File: config.mk
export PLATFORM = sky130hd
export DESIGN_NAME = pico_io_responder
export DESIGN_NICKNAME = d
export VERILOG_FILES = /design/src/rtl/pico_io_responder.sv
export SDC_FILE = /design/constraint.sdc
export NUM_CORES = 1
export LEC_CHECK = 0
export BUFFER_PORTS_ARGS = -buffer_cell sky130_fd_sc_hd__buf_2
export CAP_MARGIN = 40
export CORE_UTILIZATION = 52
export CTS_CLUSTER_SIZE = 12
export DETAILED_ROUTE_END_ITERATION = 8
export PLACE_DENSITY = 0.82
export SYNTH_ARGS = -nofsm -noshare
export SYNTH_HDL_FRONTEND = slang
export SYNTH_SLANG_ARGS = --single-unit
File: constraint.sdc
create_clock -name clk -period 2.8 [get_ports clk]
set_clock_uncertainty 0.1 [all_clocks]
set_input_delay 0.42 -clock clk [delete_from_list [all_inputs] [get_ports clk]]
set_output_delay 0.42 -clock clk [all_outputs]
set_load 0.1 [all_outputs]
File: src/rtl/pico_io_responder.sv
// Purpose: pico I/O port responder with wait states, display/LED registers and a held interrupt request.
// Latency: strobe sampled at edge E0 -> port_ready high in the cycle after edge E0+WAIT_CYCLES; writes are visible the following cycle.
// Backpressure: none; a strobe arriving while a transfer is in flight is dropped, never queued.
//
// Ports:
//   clk, reset_n                  clock, asynchronous active-low reset
//   port_addr, port_wr_data       address/data sampled with a strobe
//   write_strobe, read_strobe     one-cycle requests (both together = write)
//   port_rd_data, port_ready      read data and one-cycle completion pulse
//   int_event_n, int_ack, int_req asynchronous button in, acknowledge in, held request out
//   switches                      static input port
//   disp_word, led_reg            display (4 hex digits) and LED registers
//   int_miss_cnt                  saturating count of interrupts lost while one was pending
module pico_io_responder #(
    parameter int unsigned WAIT_CYCLES = 2,
    parameter logic [7:0]  BASE_ADDR   = 8'h00
) (
    input  logic        clk,
    input  logic        reset_n,
    input  logic [7:0]  port_addr,
    input  logic [7:0]  port_wr_data,
    input  logic        write_strobe,
    input  logic        read_strobe,
    output logic [7:0]  port_rd_data,
    output logic        port_ready,
    input  logic        int_event_n,
    input  logic        int_ack,
    output logic        int_req,
    input  logic [7:0]  switches,
    output logic [15:0] disp_word,
    output logic [7:0]  led_reg,
    output logic [3:0]  int_miss_cnt
);

    typedef enum logic [1:0] {
        S_IDLE = 2'd0,
        S_WAIT = 2'd1,
        S_DONE = 2'd2
    } state_t;

    localparam logic [3:0] WAIT_INIT = 4'(WAIT_CYCLES);

    state_t     state;
    state_t     state_nxt;
    logic [3:0] wait_cnt;
    logic [7:0] lat_addr;
    logic [7:0] lat_data;
    logic       lat_we;
    logic [7:0] lat_off;
    logic [7:0] rd_mux;
    logic       strobe;
    logic       commit;
    logic       status_clr;
    logic [1:0] int_sync;
    logic       int_hist;
    logic       int_fall;

    assign strobe  = write_strobe | read_strobe;
    // Wrapping subtraction: offset 0..4 selects a register, anything else is unmapped.
    assign lat_off = lat_addr - BASE_ADDR;

    // FSM state register
    always_ff @(posedge clk or negedge reset_n) begin
        if (!reset_n) begin
            state <= S_IDLE;
        end else begin
            state <= state_nxt;
        end
    end

    // FSM next-state logic
    always_comb begin
        state_nxt = state;
        case (state)
            S_IDLE: begin
                if (strobe) begin
                    state_nxt = (WAIT_CYCLES == 0) ? S_DONE : S_WAIT;
                end
            end
            S_WAIT: begin
                if (wait_cnt == 4'd1) begin
                    state_nxt = S_DONE;
                end
            end
            S_DONE:  state_nxt = S_IDLE;
            default: state_nxt = S_IDLE;
        endcase
    end

    // FSM outputs: ready pulse, read data only during a read completion, write commit
    always_comb begin
        port_ready   = (state == S_DONE);
        port_rd_data = (state == S_DONE && !lat_we) ? rd_mux : 8'h00;
        commit       = (state == S_DONE) && lat_we;
    end

    assign status_clr = commit && (lat_off == 8'd4);

    // Request capture and wait-state counter; strobes outside IDLE are ignored.
    always_ff @(posedge clk or negedge reset_n) begin
        if (!reset_n) begin
            wait_cnt <= 4'd0;
            lat_addr <= 8'h00;
            lat_data <= 8'h00;
            lat_we   <= 1'b0;
        end else if (state == S_IDLE) begin
            if (strobe) begin
                wait_cnt <= WAIT_INIT;
                lat_addr <= port_addr;
                lat_data <= port_wr_data;
                lat_we   <= write_strobe;
            end
        end else if (state == S_WAIT) begin
            wait_cnt <= wait_cnt - 4'd1;
        end
    end

    always_comb begin
        rd_mux = 8'h00;
        case (lat_off)
            8'd0:    rd_mux = disp_word[7:0];
            8'd1:    rd_mux = disp_word[15:8];
            8'd2:    rd_mux = led_reg;
            8'd3:    rd_mux = switches;
            8'd4:    rd_mux = {int_miss_cnt, 2'b00, int_req, 1'b0};
            default: rd_mux = 8'h00;
        endcase
    end

    // Writable registers; commit happens on the edge that ends DONE.
    always_ff @(posedge clk or negedge reset_n) begin
        if (!reset_n) begin
            disp_word <= 16'h0000;
            led_reg   <= 8'h00;
        end else if (commit) begin
            case (lat_off)
                8'd0:    disp_word[7:0]  <= lat_data;
                8'd1:    disp_word[15:8] <= lat_data;
                8'd2:    led_reg         <= lat_data;
                default: ;
            endcase
        end
    end

    // Button synchronizer plus history flop; idle level is high.
    always_ff @(posedge clk or negedge reset_n) begin
        if (!reset_n) begin
            int_sync <= 2'b11;
            int_hist <= 1'b1;
        end else begin
            int_sync <= {int_sync[0], int_event_n};
            int_hist <= int_sync[1];
        end
    end

    assign int_fall = int_hist & ~int_sync[1];

    // A fall coinciding with an ack keeps the request up and is not a miss.
    // A STATUS clear overrides a same-cycle miss increment.
    always_ff @(posedge clk or negedge reset_n) begin
        if (!reset_n) begin
            int_req      <= 1'b0;
            int_miss_cnt <= 4'd0;
        end else begin
            if (int_fall) begin
                if (!int_req) begin
                    int_req <= 1'b1;
                end else if (!int_ack && int_miss_cnt != 4'hF) begin
                    int_miss_cnt <= int_miss_cnt + 4'd1;
                end
            end else if (int_ack) begin
                int_req <= 1'b0;
            end
            if (status_clr) begin
                int_miss_cnt <= 4'd0;
            end
        end
    end

endmodule

Word-level counts from Yosys, hierarchy flattened
Index checks and enable logic that the tools add are counted.
Word-level totals
  bits in registers: 55
  bits in latches: 0
  bits in writable memories: 0
  bits in read-only memories: 0
  bits of input ports: 30
  logic and storage cells: 61
  memories kept: 0
Cells by class
  $add $sub $neg: 2
  multipliers: 0
  div/mod/pow operators: 0
  order comparisons: 0
  equal/unequal tests: 10
  shift-type cells: 0
  multiplexer cells: 14
  bitwise operators: 3
  reduce and logical (&&, ||, !) cells: 20
Operators by type and width (number)
  case mux 8 bit (5 select lines): 1
  2-to-1 mux 4 bit: 7
  equality test 8 x 2 -> 1 bit (second input constant): 2
  AND reduction 2 bit: 6
  nonzero test 2 bit: 5
  equality test 8 x 1 -> 1 bit (second input constant): 1
  equality test 8 x 3 -> 1 bit (second input constant): 1
  logical NOT 8 bit: 1
  2-to-1 mux 8 bit: 1
  adder 4 x 1 -> 4 bit (second input constant): 1
  equality test 4 x 1 -> 1 bit (second input constant): 1
  logical AND 1 bit: 4
  2-to-1 mux 2 bit: 2
  != test 2 bit (second input constant): 2
  != test 4 bit (second input constant): 1
  case mux 2 bit (2 select lines): 1
  subtractor 4 x 1 -> 4 bit (second input constant): 1
  AND reduction 3 bit: 1
  equality test 2 x 1 -> 1 bit (second input constant): 1
  equality test 2 bit (second input constant): 1
  logical NOT 1 bit: 2
  logical NOT 2 bit: 1
  2-to-1 mux 1 bit: 2
  AND 1 bit: 1
  2 further kinds: 2

Depth between registers and ports, before layout
Gate-level depths: netlist (run 1).
  word-level depth: 6
  mapped depth: 6
  gate-level depth less buffers: 5

Worst setup path after synthesis (run 1)
Ideal clock, no wire load.
  kind: reg2out
  start: register state[0]
  end: output port_rd_data[0]
  arrival time: 4.601 ns
  data required time: 2.280 ns
  setup slack: -2.321 ns
  cell stages (with the launch flop): 4
  buffers on the path: 0
  path through: dfrtp_1 nor2b_1 nand4b_1 nor3b_1
On the way
  cells in the longest elaborated chain, start to end: 3
RTL lines
  from (decl): RTL line 43  | state_t state;
  from (signal assigned): RTL line 67  | state <= state_nxt;
  equality test 2 bit
  via port_ready: RTL line 25  | output logic port_ready,
  logical AND 1 bit: RTL line 93  | port_rd_data = (state == S_DONE && !lat_we) ? rd_mux : 8'h00;
  2-to-1 mux 8 bit: RTL line 93
  to (decl): RTL line 24  | output logic [7:0] port_rd_data,
The timed path passes the listed nets, and every way through them passes these cells.

Final worst setup path (run 1)
  start: register lat_addr[6]
  end: output port_rd_data[2]
On the way
  cells in the longest elaborated chain, start to end: 3
RTL lines
  from (decl): RTL line 46  | logic [7:0] lat_addr;
  from (signal assigned): RTL line 109  | lat_addr <= port_addr;
  equality test 8 x 3 -> 1 bit, or another cell as far along: RTL line 120  | case (lat_off)
  case mux 8 bit (5 select lines) (*): RTL line 120
  2-to-1 mux 8 bit (*): RTL line 93
Mark *: on every way between the ends. The rest lies on a longest branch, timed or not.

==> flow_metrics.env, run 1 <==
export IMPL_worstPathMaxFanout=6
export IMPL_drv_cap=0
export IMPL_numCtsBuffers=5
export IMPL_multi_input_area_sq_um=1245
export IMPL_drive_gt1_share_pct=41.78
export IMPL_num_antenna_cells=0
export IMPL_r2r_slack_ns=0.13
export IMPL_antenna_found_initial=0
export IMPL_die_w_microns=72.80
export IMPL_async_flop_share_pct=100.0
export IMPL_slowest_delay_ns=0.57
export IMPL_clock_sinks=55
export IMPL_viasPerCell=5.364
export IMPL_first_global_vias=2008
export IMPL_synth_area_leaders="dfrtp_1 (50%), mux2_4 (9.2%), nand2_1 (7.8%)"
export IMPL_period_minus_slack_ns=2.755
export IMPL_hp_class="input pin to async pin"
export IMPL_clock_path_buffers=2
export IMPL_place_gp_congestion=0.8167
export IMPL_ys_ff_latch=55
export IMPL_drtIter0Drc=83
export IMPL_top_register="disp_word"
export IMPL_netlist_instances=230
export IMPL_start_kind="flip-flop"
export IMPL_seq_area_sq_um=1380
export IMPL_nNetsFinal=336
export IMPL_grt_setup_unrepaired="true"
export IMPL_fin_util_pct=69.91
export IMPL_ys_warn_count=0
export IMPL_vias=1990
export IMPL_drt_first_pass_iters=4
export IMPL_cellPowerDensity_nw_per_um2=789.2
export IMPL_cp_num_cells=4
export IMPL_wl_per_cell_microns=16.18
export IMPL_maxSlewViolCount=0
export IMPL_slew_headroom_pct=55.76
export IMPL_crit_slowest_cell="or4_4"
export IMPL_synth_area_sq_um=2606
export IMPL_cp_num_buf_inv=1
export IMPL_dpl_hpwl_mm=4.529
export IMPL_syn_area_per_cell_sq_um=11.33
export IMPL_wirelength_mm=6.003
export IMPL_synth_nets=263
export IMPL_yosysTopAreaCellShare_pct=49.93
export IMPL_drc=0
export IMPL_cp_cell_sequence="or4_4 > or3_4 > nor3b_4 > buf_12"
export IMPL_finalSetupViolCount=0
export IMPL_synth_seq_area_share_pct=52.95
export IMPL_ys_flop_type="dfrtp_1"
export IMPL_cts_htree_levels=2
export IMPL_syn2layout_area_growth_pct=28.37
export IMPL_r2r_end="led_reg[7]"
export IMPL_reg2regPathDepth=4
export IMPL_placement_cell_area_sq_um=3246
export IMPL_cp_data_arrival_time_ns=2.23
export IMPL_layout_commonest_cell="buf_2"
export IMPL_clk_pin_slew_worst_paths_ns=0.10
export IMPL_worst_ep_required_time_ns=2.28
export IMPL_hold_viol=0
export IMPL_grt_max_degree=29
export IMPL_port_buffers=67
export IMPL_final_setup_tns_ns=0
export IMPL_synthDistinctLibCells=39
export IMPL_finalInstanceArea_sq_um=3346
export IMPL_grt_first_pass_wirelength_mm=9.694
export IMPL_die_area_sq_um=5299
export IMPL_cp_top_family="simple AND/OR/NAND/NOR gates"
export IMPL_cts_hold_buf=0
export IMPL_ant_nets=0
export IMPL_start_util_pct=54.46
export IMPL_overflow=0
export IMPL_cts_tree="done"
export IMPL_synth_largest_area_cell="dfrtp_1"
export IMPL_ir_worst_vdd_v=0.0005007
export IMPL_r2r_start="lat_addr[6]"
export IMPL_die_y_microns=72.80
export IMPL_grtUsageTotal_pct=24.68
export IMPL_synth_edff_count=0
export IMPL_fmax_ghz=0.3630
export IMPL_fin_hold_ws_ns=0.005775
export IMPL_coreArea_sq_um=4786
export IMPL_tightest_slew_ns=0.6592
export IMPL_row_count=25
export IMPL_path_class="flip-flop to primary output"
export IMPL_leakage_nw=1.748
export IMPL_largest_reg_flops=16
export IMPL_status="complete, no violations"
export IMPL_fin_crit_sh_pct=98.38
export IMPL_insertion_delay_ns=0.31
export IMPL_root_buffer="clkbuf_8"
export IMPL_fill_cells=359
export IMPL_cp_end_kind="primary output"
export IMPL_io_pins=68
export IMPL_final_cell_mix="buf_2 (59), nand2_1 (54), dfrtp_1 (52)"
==> timing repair <==
action / CTS / global route
pin swaps: 3 / 3
cloned: 0 / 0
gates resized for setup: 1 / 1
setup endpoints to repair: 3 / 3
buffers inserted: 0 / 1
==> cells in the mapped netlist, drive strengths merged (2+ instances only) <==
library cell / instances
nand3: 11
nor2: 8
dfrtp: 52
a21oi: 5
a22oi: 5
ha: 3
and3: 2
mux2: 24
nor2b: 2
nor3b: 4
mux2i: 4
or4: 2
mux4: 4
clkbuf: 5
nand2b: 3
nand2: 54
nor4: 2
xor2: 3
dfstp: 3
o21ai: 10
nor3: 2
buf: 5
inv: 5
or3: 3
==> final cells by class <==
cell class,count,area share (%)
inverters,5,0.5610
clock inverters,3,0.6731
clock buffers,5,2.057
repair buffers,76,15.74
multi-input cells,160,37.21
flip-flops and latches,55,41.25
well taps,67,2.506
==> metrics by stage <==
stage	instances	setup WS, ns	power (mW)
floorplan	230	-0.4821	1.930
global placement	363	0.2809	2.143
detailed placement	363	0.2020	2.193
CTS	371	-0.003212	2.645
global route	371	-0.02124	2.795
finish	371	0.04540	2.641
==> layer usage <==
| metal | global-route usage (%) | vias up | part of all wire [%] |
|---|---|---|---|
| li1 | - | 941 | - |
| met1 | 31.45 | 977 | 44 |
| met2 | 42.68 | 62 | 49 |
| met3 | 5.525 | 10 | 5.2 |
| met4 | 6.536 | 0 | 1.4 |
| met5 | 0 | - | 0 |
==> how the worst max path moves through the flow <==
| stage | end | start |
|---|---|---|
| after CTS | port_rd_data[2] | lat_addr[5] |
| final | port_rd_data[2] | lat_addr[6] |
| after global placement | led_reg[4] | lat_addr[5] |
| after floorplan | port_rd_data[0] | state[0] |
| after detailed placement | led_reg[0] | lat_addr[5] |
| after global routing | port_rd_data[0] | lat_addr[6] |
==> power breakdown <==
group          total, mW  switching (mW)  internal [mW]
clock network      0.453           0.273          0.180
logic              0.949           0.623          0.325
registers           1.24           0.252          0.987
total               2.64            1.15           1.49
==> cells by family (layout without fill, tap and decap cells) <==
family	count (synthesis)	count (layout)	synth area share, %
DFF	55	55	52.95
adders and majority gates	3	3	1.440
xor gates and xnor gates	4	4	1.344
AOI/OAI and AO/OA	24	24	5.473
muxes	32	32	17.67
and+or+nand+nor	97	97	18.05
buffers and inverters	15	89	3.072
Power figures use the tool's default switching activity.
==> run 2, diff against run 1 <==
--- a/config.mk
+++ b/config.mk
@@ -11,6 +11,8 @@
 export CTS_CLUSTER_SIZE = 12
 export DETAILED_ROUTE_END_ITERATION = 8
 export PLACE_DENSITY = 0.82
+export SETUP_SLACK_MARGIN = 0.05
+export SKIP_LAST_GASP = 1
 export SYNTH_ARGS = -nofsm -noshare
 export SYNTH_HDL_FRONTEND = slang
 export SYNTH_SLANG_ARGS = --single-unit
==> run 2 against run 1 <==
  * Worst hold slack got worse by 0.0017 ns
  * First-iteration DRC count up 45%
  * Non-clock buffer count is 1 higher
  * Wire length rose by 0.70%
  * Largest cell class unchanged
  * Highest routed layer unchanged
==> flow_metrics.env, run 2 (synthesized netlist as in run 1, its figures left out) <==
export IMPL_r2r_slack_ns=0.12
export IMPL_drtIter0Drc=120
export IMPL_die_area_sq_um=5299
export IMPL_cts_hold_buf=0
export IMPL_vias=1992
export IMPL_tightest_slew_ns=0.6688
export IMPL_start_util_pct=54.46
export IMPL_slowest_delay_ns=0.57
export IMPL_wirelength_mm=6.045
export IMPL_drc=0
export IMPL_status="complete, no violations"
export IMPL_hold_viol=0
export IMPL_clock_sinks=55
export IMPL_root_buffer="clkbuf_8"
export IMPL_grt_first_pass_wirelength_mm=9.715
export IMPL_worstPathMaxFanout=5
export IMPL_nNetsFinal=337
export IMPL_final_cell_mix="buf_2 (59), nand2_1 (54), dfrtp_1 (51)"
export IMPL_cp_end_kind="primary output"
export IMPL_leakage_nw=1.753
export IMPL_numCtsBuffers=5
export IMPL_ir_worst_vdd_v=0.0005097
export IMPL_layout_commonest_cell="buf_2"
export IMPL_first_global_vias=2023
export IMPL_power_mw=2.656
export IMPL_slew_headroom_pct=55.41
export IMPL_hp_class="input pin to async pin"
export IMPL_row_count=25
export IMPL_placement_cell_area_sq_um=3246
export IMPL_crit_slowest_cell="or4_4"
export IMPL_instances_no_fill=372
export IMPL_drt_first_pass_iters=4
export IMPL_placed_cells=363
export IMPL_finalInstanceArea_sq_um=3358
export IMPL_finalSetupViolCount=0
export IMPL_clk_pin_slew_worst_paths_ns=0.10
export IMPL_syn2layout_area_growth_pct=28.85
export IMPL_cp_data_arrival_time_ns=2.23
export IMPL_place_gp_congestion=0.8167
export IMPL_viasPerCell=5.355
export IMPL_overflow=0
export IMPL_fin_crit_sh_pct=98.22
export IMPL_clock_path_buffers=2
export IMPL_start_kind="flip-flop"
export IMPL_top_register="disp_word"
export IMPL_worst_ep_required_time_ns=2.28
export IMPL_period_minus_slack_ns=2.750
export IMPL_insertion_delay_ns=0.31
export IMPL_cp_num_buf_inv=2
export IMPL_antenna_found_initial=0
export IMPL_drv_cap=0
export IMPL_io_pins=68
export IMPL_drive_gt1_share_pct=42.30
export IMPL_cts_tree="done"
export IMPL_dpl_hpwl_mm=4.529
export IMPL_cellPowerDensity_nw_per_um2=791.0
export IMPL_cp_cell_sequence="or4_4 > or3_4 > buf_6 > nor3b_4 > buf_12"
export IMPL_fill_cells=350
export IMPL_multi_input_area_sq_um=1245
export IMPL_wl_per_cell_microns=16.25
export IMPL_grt_max_degree=29
export IMPL_num_antenna_cells=0
export IMPL_path_class="flip-flop to primary output"
export IMPL_die_w_microns=72.80
export IMPL_grt_setup_unrepaired="true"
export IMPL_die_y_microns=72.80
export IMPL_ant_nets=0
export IMPL_coreArea_sq_um=4786
export IMPL_seq_area_sq_um=1381
export IMPL_port_buffers=67
export IMPL_cts_htree_levels=2
export IMPL_fmax_ghz=0.3636
export IMPL_grtUsageTotal_pct=24.71
export IMPL_largest_reg_flops=16
export IMPL_maxSlewViolCount=0
export IMPL_cp_top_family="simple AND/OR/NAND/NOR gates"
## run 2: cell count changes in the layout (fill, tap and decap cells not counted)
cell	delta
buf_6	+1
dfrtp_1	-1
dfrtp_2	+1
## run 2: cell type report
type	count	share of cell area (%)
repair buffers	77	16.02
flip-flops and latches	55	41.13
inverters	5	0.5589
clock inverters	3	0.6706
well taps	67	2.496
multi-input cells	160	37.07
clock buffers	5	2.049
## run 2: power breakdown
group | switching (mW) | internal, mW
sequential | 0.253 | 0.989
combinational | 0.626 | 0.333
clock | 0.275 | 0.180
total | 1.15 | 1.50
## run 2: per-stage QoR
stage | util [%] | worst slack (ns) | hold slack [ns] | setup TNS, ns
finish | 70.17 | 0.04992 | 0.004102 | 0
global route | 70.17 | -0.01385 | 0.04190 | -0.03644
global placement | 67.82 | 0.2809 | 0.2464 | 0
detailed placement | 67.82 | 0.2020 | 0.2487 | 0
CTS | 70.07 | 0.01445 | 0.01645 | 0
floorplan | - | -0.4821 | 0.02441 | -2.522
## run 2: repair_timing
action                                  CTS  global route
setup buffers                             1             0
pin swaps                                 5             3
endpoints found under the setup margin    3            17
resized for setup                         2             2
## run 2: final timing paths
| path | start | end | cells after the start |
|---|---|---|---|
| worst max-delay path | lat_addr[5] | port_rd_data[2] | 5 |
| worst min-delay path | reset_n | lat_addr[7] | 1 |
| worst max register to register | lat_addr[5] | led_reg[7] | 5 |
| worst min register to register | int_sync[0] | int_sync[1] | 0 |
| max in group asynchronous | reset_n | int_sync[0] | 2 |
| min in group clk | int_event_n | int_sync[0] | 1 |
## run 2: routing by layer
layer | vias up | GRT usage, % | share of wire (%)
met2 | 67 | 42.68 | 50
met4 | 0 | 6.536 | 1.1
met1 | 971 | 31.64 | 45
li1 | 946 | - | -
met3 | 8 | 5.387 | 4.5
met5 | - | 0 | 0
